### src/rtl/rgb_cmp_pkg.sv
// Shared types and constants for the RGB comparator scheduler.
package rgb_cmp_pkg;

    // Scheduler FSM states.
    typedef enum logic [1:0] {
        IDLE = 2'd0,
        LOAD = 2'd1,
        SHOW = 2'd2
    } state_t;

    // One bit per LED: r = A>B, g = A==B, b = A<B.
    typedef struct packed {
        logic r;
        logic g;
        logic b;
    } rgb_t;

    // Operand width of the shared comparator.
    localparam int OPW = 2;

    // Number of requesters sharing the comparator.
    localparam int NREQ = 2;

endpackage

### src/rtl/cmp2_rgb.sv
// Unsigned 2-bit magnitude comparator with a one-hot RGB result.
module cmp2_rgb
    import rgb_cmp_pkg::*;
(
    input  logic [OPW-1:0] a,
    input  logic [OPW-1:0] b,
    output rgb_t           rgb
);

    // Exactly one of the three relations holds for any unsigned pair.
    always_comb begin
        rgb.r = (a > b);
        rgb.g = (a == b);
        rgb.b = (a < b);
    end

endmodule

### src/rtl/rgb_cmp_scheduler.sv
// Round-robin scheduler sharing one cmp2_rgb between two requesters and
// holding each registered result on the LEDs for DWELL cycles.
module rgb_cmp_scheduler
    import rgb_cmp_pkg::*;
#(
    parameter  int DWELL   = 10,
    localparam int DWELL_W = $clog2(DWELL + 1)
) (
    input  logic           clk,
    input  logic           reset,
    input  logic           req0_valid,
    input  logic [OPW-1:0] req0_a,
    input  logic [OPW-1:0] req0_b,
    output logic           req0_ready,
    input  logic           req1_valid,
    input  logic [OPW-1:0] req1_a,
    input  logic [OPW-1:0] req1_b,
    output logic           req1_ready,
    output logic           led_r,
    output logic           led_g,
    output logic           led_b,
    output logic           grant_id,
    output logic           busy,
    output logic           done
);

    state_t               state_reg;
    logic                 prio_reg;      // 0: req0 favoured on a tie, 1: req1 favoured
    logic [OPW-1:0]       a_reg;
    logic [OPW-1:0]       b_reg;
    logic                 grant_reg;
    rgb_t                 led_reg;
    logic                 busy_reg;
    logic                 done_reg;
    logic [DWELL_W-1:0]   cnt_reg;

    logic [NREQ-1:0]      req_valid;
    logic [NREQ-1:0]      req_ready;
    logic                 accept;
    logic                 winner;
    logic [OPW-1:0]       sel_a;
    logic [OPW-1:0]       sel_b;
    rgb_t                 cmp_rgb;

    assign req_valid = {req1_valid, req0_valid};

    // Ready for each requester: only in IDLE, and on a tie only the favoured one.
    generate
        for (genvar gi = 0; gi < NREQ; gi++) begin : g_ready
            always_comb begin
                req_ready[gi] = 1'b0;
                if (state_reg == IDLE && !reset) begin
                    req_ready[gi] = req_valid[gi] &&
                                    (!req_valid[NREQ-1-gi] || (prio_reg == 1'(gi)));
                end
            end
        end
    endgenerate

    assign req0_ready = req_ready[0];
    assign req1_ready = req_ready[1];

    // At most one ready is high, so req1's ready alone identifies the winner.
    assign accept = |req_ready;
    assign winner = req_ready[1];
    assign sel_a  = winner ? req1_a : req0_a;
    assign sel_b  = winner ? req1_b : req0_b;

    cmp2_rgb u_cmp (
        .a   (a_reg),
        .b   (b_reg),
        .rgb (cmp_rgb)
    );

    // Scheduler FSM: accept a pair, evaluate it, then hold the LEDs for DWELL cycles.
    always_ff @(posedge clk or posedge reset) begin
        if (reset) begin
            state_reg <= IDLE;
            prio_reg  <= 1'b0;
            a_reg     <= '0;
            b_reg     <= '0;
            grant_reg <= 1'b0;
            led_reg   <= '0;
            busy_reg  <= 1'b0;
            done_reg  <= 1'b0;
            cnt_reg   <= '0;
        end else begin
            case (state_reg)
                IDLE: begin
                    if (accept) begin
                        a_reg     <= sel_a;
                        b_reg     <= sel_b;
                        grant_reg <= winner;
                        // The loser of this round is favoured on the next tie.
                        prio_reg  <= ~winner;
                        busy_reg  <= 1'b1;
                        state_reg <= LOAD;
                    end
                end
                LOAD: begin
                    led_reg   <= cmp_rgb;
                    cnt_reg   <= DWELL_W'(DWELL - 1);
                    // With a one-cycle dwell the first SHOW cycle is also the last.
                    done_reg  <= (DWELL == 1);
                    state_reg <= SHOW;
                end
                SHOW: begin
                    if (cnt_reg == '0) begin
                        led_reg   <= '0;
                        busy_reg  <= 1'b0;
                        done_reg  <= 1'b0;
                        state_reg <= IDLE;
                    end else begin
                        cnt_reg   <= cnt_reg - 1'b1;
                        done_reg  <= (cnt_reg == DWELL_W'(1));
                    end
                end
                default: begin
                    led_reg   <= '0;
                    busy_reg  <= 1'b0;
                    done_reg  <= 1'b0;
                    state_reg <= IDLE;
                end
            endcase
        end
    end

    assign led_r    = led_reg.r;
    assign led_g    = led_reg.g;
    assign led_b    = led_reg.b;
    assign grant_id = grant_reg;
    assign busy     = busy_reg;
    assign done     = done_reg;

endmodule
### config.mk
export PLATFORM = sky130hd
export DESIGN_NAME = rgb_cmp_scheduler
export DESIGN_NICKNAME = d
export VERILOG_FILES = /design/src/rtl/rgb_cmp_pkg.sv /design/src/rtl/cmp2_rgb.sv /design/src/rtl/rgb_cmp_scheduler.sv
export SDC_FILE = /design/constraint.sdc
export NUM_CORES = 1
export LEC_CHECK = 0
export CORE_AREA = 2 2 59 61
export CTS_BUF_LIST = sky130_fd_sc_hd__clkbuf_4
export DETAILED_ROUTE_END_ITERATION = 10
export DIE_AREA = 0 0 61 63
export GPL_ROUTABILITY_DRIVEN = 0
export HOLD_SLACK_MARGIN = 0.05
export PLACE_DENSITY = 0.53
export SYNTH_ARGS = -nofsm -noshare
export SYNTH_HDL_FRONTEND = slang
export SYNTH_SLANG_ARGS = --single-unit
export TNS_END_PERCENT = 20
### constraint.sdc
create_clock -name clk -period 1.79 [get_ports clk]
set_input_delay 0.2685 -clock clk [delete_from_list [all_inputs] [get_ports clk]]
set_output_delay 0.2685 -clock clk [all_outputs]
set_load 0.005 [all_outputs]
==> key figures <==
Timing
  – Minimum clock period: roughly 1.8 ns
  – Max Freq: between 0.5 and 0.6 GHz
  – Hold Slack: roughly 0.45 ns
  – Final Max Slew Viols: 0
  – Final setup violating endpoints: 1
  – RSZ-0062 raised after global routing: true
  – Period utilization: 102%
  – Setup TNS: -0.0425 ns
  – Hold Vio Cnt, Final: 0
  – Final worst-path setup slack: -0.0425 ns
  – Worst-margin pin slew: 0.308 ns
  – Clock skew: 0.00260 ns
  – Slew HR: 79.4%

Synth
  – Mean post-synth cell area: ~10 um2
  – Syn Nets: ~100
  – FF+latch count, synth: 17
  – Top cell type's share of synthesized area: 47.9%
  – Sequential-to-total area share from yosys stat: 47.9%
  – Gate Count Post-Synth: 88
  – Most frequent cell after synthesis: dfrtp_1
  – Netlist Area Pre-Place: 888 um2
  – Commonest cells post-synth: 17 x dfrtp_1, 8 x inv_1, 7 x a21oi_1, 7 x nand2_1, 6 x a31oi_1
  – Async set-reset flop share out of synthesis: 100%
  – EDFF count, synth: 0
  – Yosys cell types: 31
  – Post-synth top flop: dfrtp_1
  – Synth area leader: dfrtp_1
  – Yosys synthesis warning count: 0
  – Synth top area cells: dfrtp_1 48%, ha_1 5.6%, a31oi_1 4.2%

Critical path
  – Crit end category: output port
  – CP Data Arrival Time: around 1.6 ns
  – Critical Path Source Type: register
  – Crit Path Max Fanout: 3
  – Worst endpoint required time: 1.52 ns
  – WS Path Type: register to output port

Floorplan
  – Core Footprint: between 0.003 and 0.004 mm2
  – Die H: 63 um
  – Initial core utilization: 27.5%
  – Boundary pin count: 20
  – Die area: 0.00384 mm2
  – Row Count: 21
  – Die width: 61 um

Layout
  – Finished Layout Cells: 169
  – Area growth syn-to-layout: 43.5%
  – Final Util: between 30% and 40%
  – Antenna diode count: 0
  – Layout cells sized above 1: between 20% and 30%
  – Post-Layout Inst Area: 0.00127 mm2
  – Layout Nets: 140
  – Max reg flops: 4

Job
  – Max Cap Viol: 0

Route
  – Via Count: 769
  – Total Routed Length: 1990 um
  – Vias per cell: 4.55
  – # DRC: 0
  – Avg WL per Cell: about 12 um
  – Routed Antenna Nets: 0
  – DRT iter0 DRCs: 19
  – 1st-pass router iterations: 4

Global routing
  – GRT busiest layer: met2
  – Remaining Overflow, GRT: 0
  – First-pass GRT wire length: around 3500 um
  – Total GRT Usage: 11.8%
  – Largest net degree at the start of global routing: 18
  – Vias in the first global route: approximately 830
  – GR Util met1: 14.2%
  – Initial antenna violation count: 0
  – GR Util met3: 2.90%
  – Met2 usage: between 20% and 30%

CTS
  – Hold_buf cts: 0
  – Clk sinks: 17
  – CTS tree: yes
  – Clock Pin Slew Worst Setup and Hold Paths: 0.10 ns
  – Longest Clk Path Bufs: 2
  – CTS Buf Count: 3
  – Worst-skew pair later-pin latency: 0.28 ns
  – Clk root buf: clkbuf_4
  – H-tree levels: 1

Worst hold path
  – Hold WC Path Type: input port to asynchronous set/reset pin

Power and ir drop
  – VDD IR max: 457 uV
  – Pwr Density: 1360 mW/mm2
  – Leakage: ~0.58 nW

Run status
  – Status: finished, violations left
  – Failing checks: negative setup slack

Place
  – Post-DP HPWL: 1530 um
  – Inst Count DP: about 160
  – Port bufs: 19
  – Cell Area, Placed: 0.00121 mm2
==> metrics by stage <==
step	setup WS [ns]	power, mW
2_1_floorplan	0.276	1.15
3_3_place_gp	-0.230	1.46
3_5_place_dp	-0.245	1.46
4_1_cts	-0.126	1.74
5_1_grt	-0.109	1.90
6_report	-0.0425	1.73
==> power by group <==
group          total [mW]  internal, mW  switching [mW]
combinational       0.840         0.453           0.388
sequential          0.670         0.549           0.122
clock               0.221         0.102           0.119
==> critical path: stages, from the launching register on <==
cell,delay (ns)
dfrtp_1,0.41
buf_6,0.12
or3_4,0.39
nor3_4,0.21
buf_2,0.14
==> layout by cell type, fill, tap and decap left out, types with 2 or more instances in the layout <==
cell	instances
nand2_1	7
inv_1	8
nand4_1	4
o31ai_1	4
and2b_1	2
clkbuf_4	4
nor2_1	3
clkdlybuf4s50_1	17
ha_1	4
mux2i_1	2
nor3_4	2
buf_4	12
o2bb2ai_1	2
buf_6	2
dfrtp_1	17
a21oi_1	7
a31oi_1	6
==> layer usage <==
metal,vias to the layer above,share of wire [%]
met3,0,3.5
met2,17,52
met4,0,0
li1,390,-
met1,362,44
met5,-,0
==> path summary, 6_finish.rpt <==
kind	endpoint	cells past startpoint	startpoint	slack (ns)
setup reg to reg	done	5	cnt_reg[0]	0.19
hold reg to reg	led_r	1	led_r	0.50
hold / removal	cnt_reg[2]	4	reset	0.45
setup / recovery	req1_ready	4	state_reg[1]	-0.04
max in group asynchronous	led_r	4	reset	1.15
min in group clk	led_r	1	led_r	0.50
==> cell type report <==
cell class / count / area (um2)
Clock buffer: 4 / 30.0
Fill cell: 327 / 1960
Inverter: 8 / 30.0
Multi-Input combinational cell: 61 / 439
Sequential cell: 17 / 425
Tap cell: 46 / 57.6
Timing Repair Buffer: 33 / 293
==> repair_timing <==
action	CTS	global route
resized for setup	7	5
pin swaps	1	4
buffers inserted	3	0
endpoints found under the setup margin	2	2
hold endpoints to repair	0	0
==> cells by family (layout without fill, tap and decap cells) <==
| family | Yosys count | after routing | synth area share (%) |
|---|---|---|---|
| flops | 17 | 17 | 47.9 |
| buf+inv | 10 | 45 | 4.51 |
| fa+ha+maj | 4 | 4 | 5.63 |
| simple gates | 30 | 30 | 20.8 |
| mux | 2 | 2 | 2.25 |
| compound gates | 25 | 25 | 18.9 |
(Power assumes the default switching activity.)
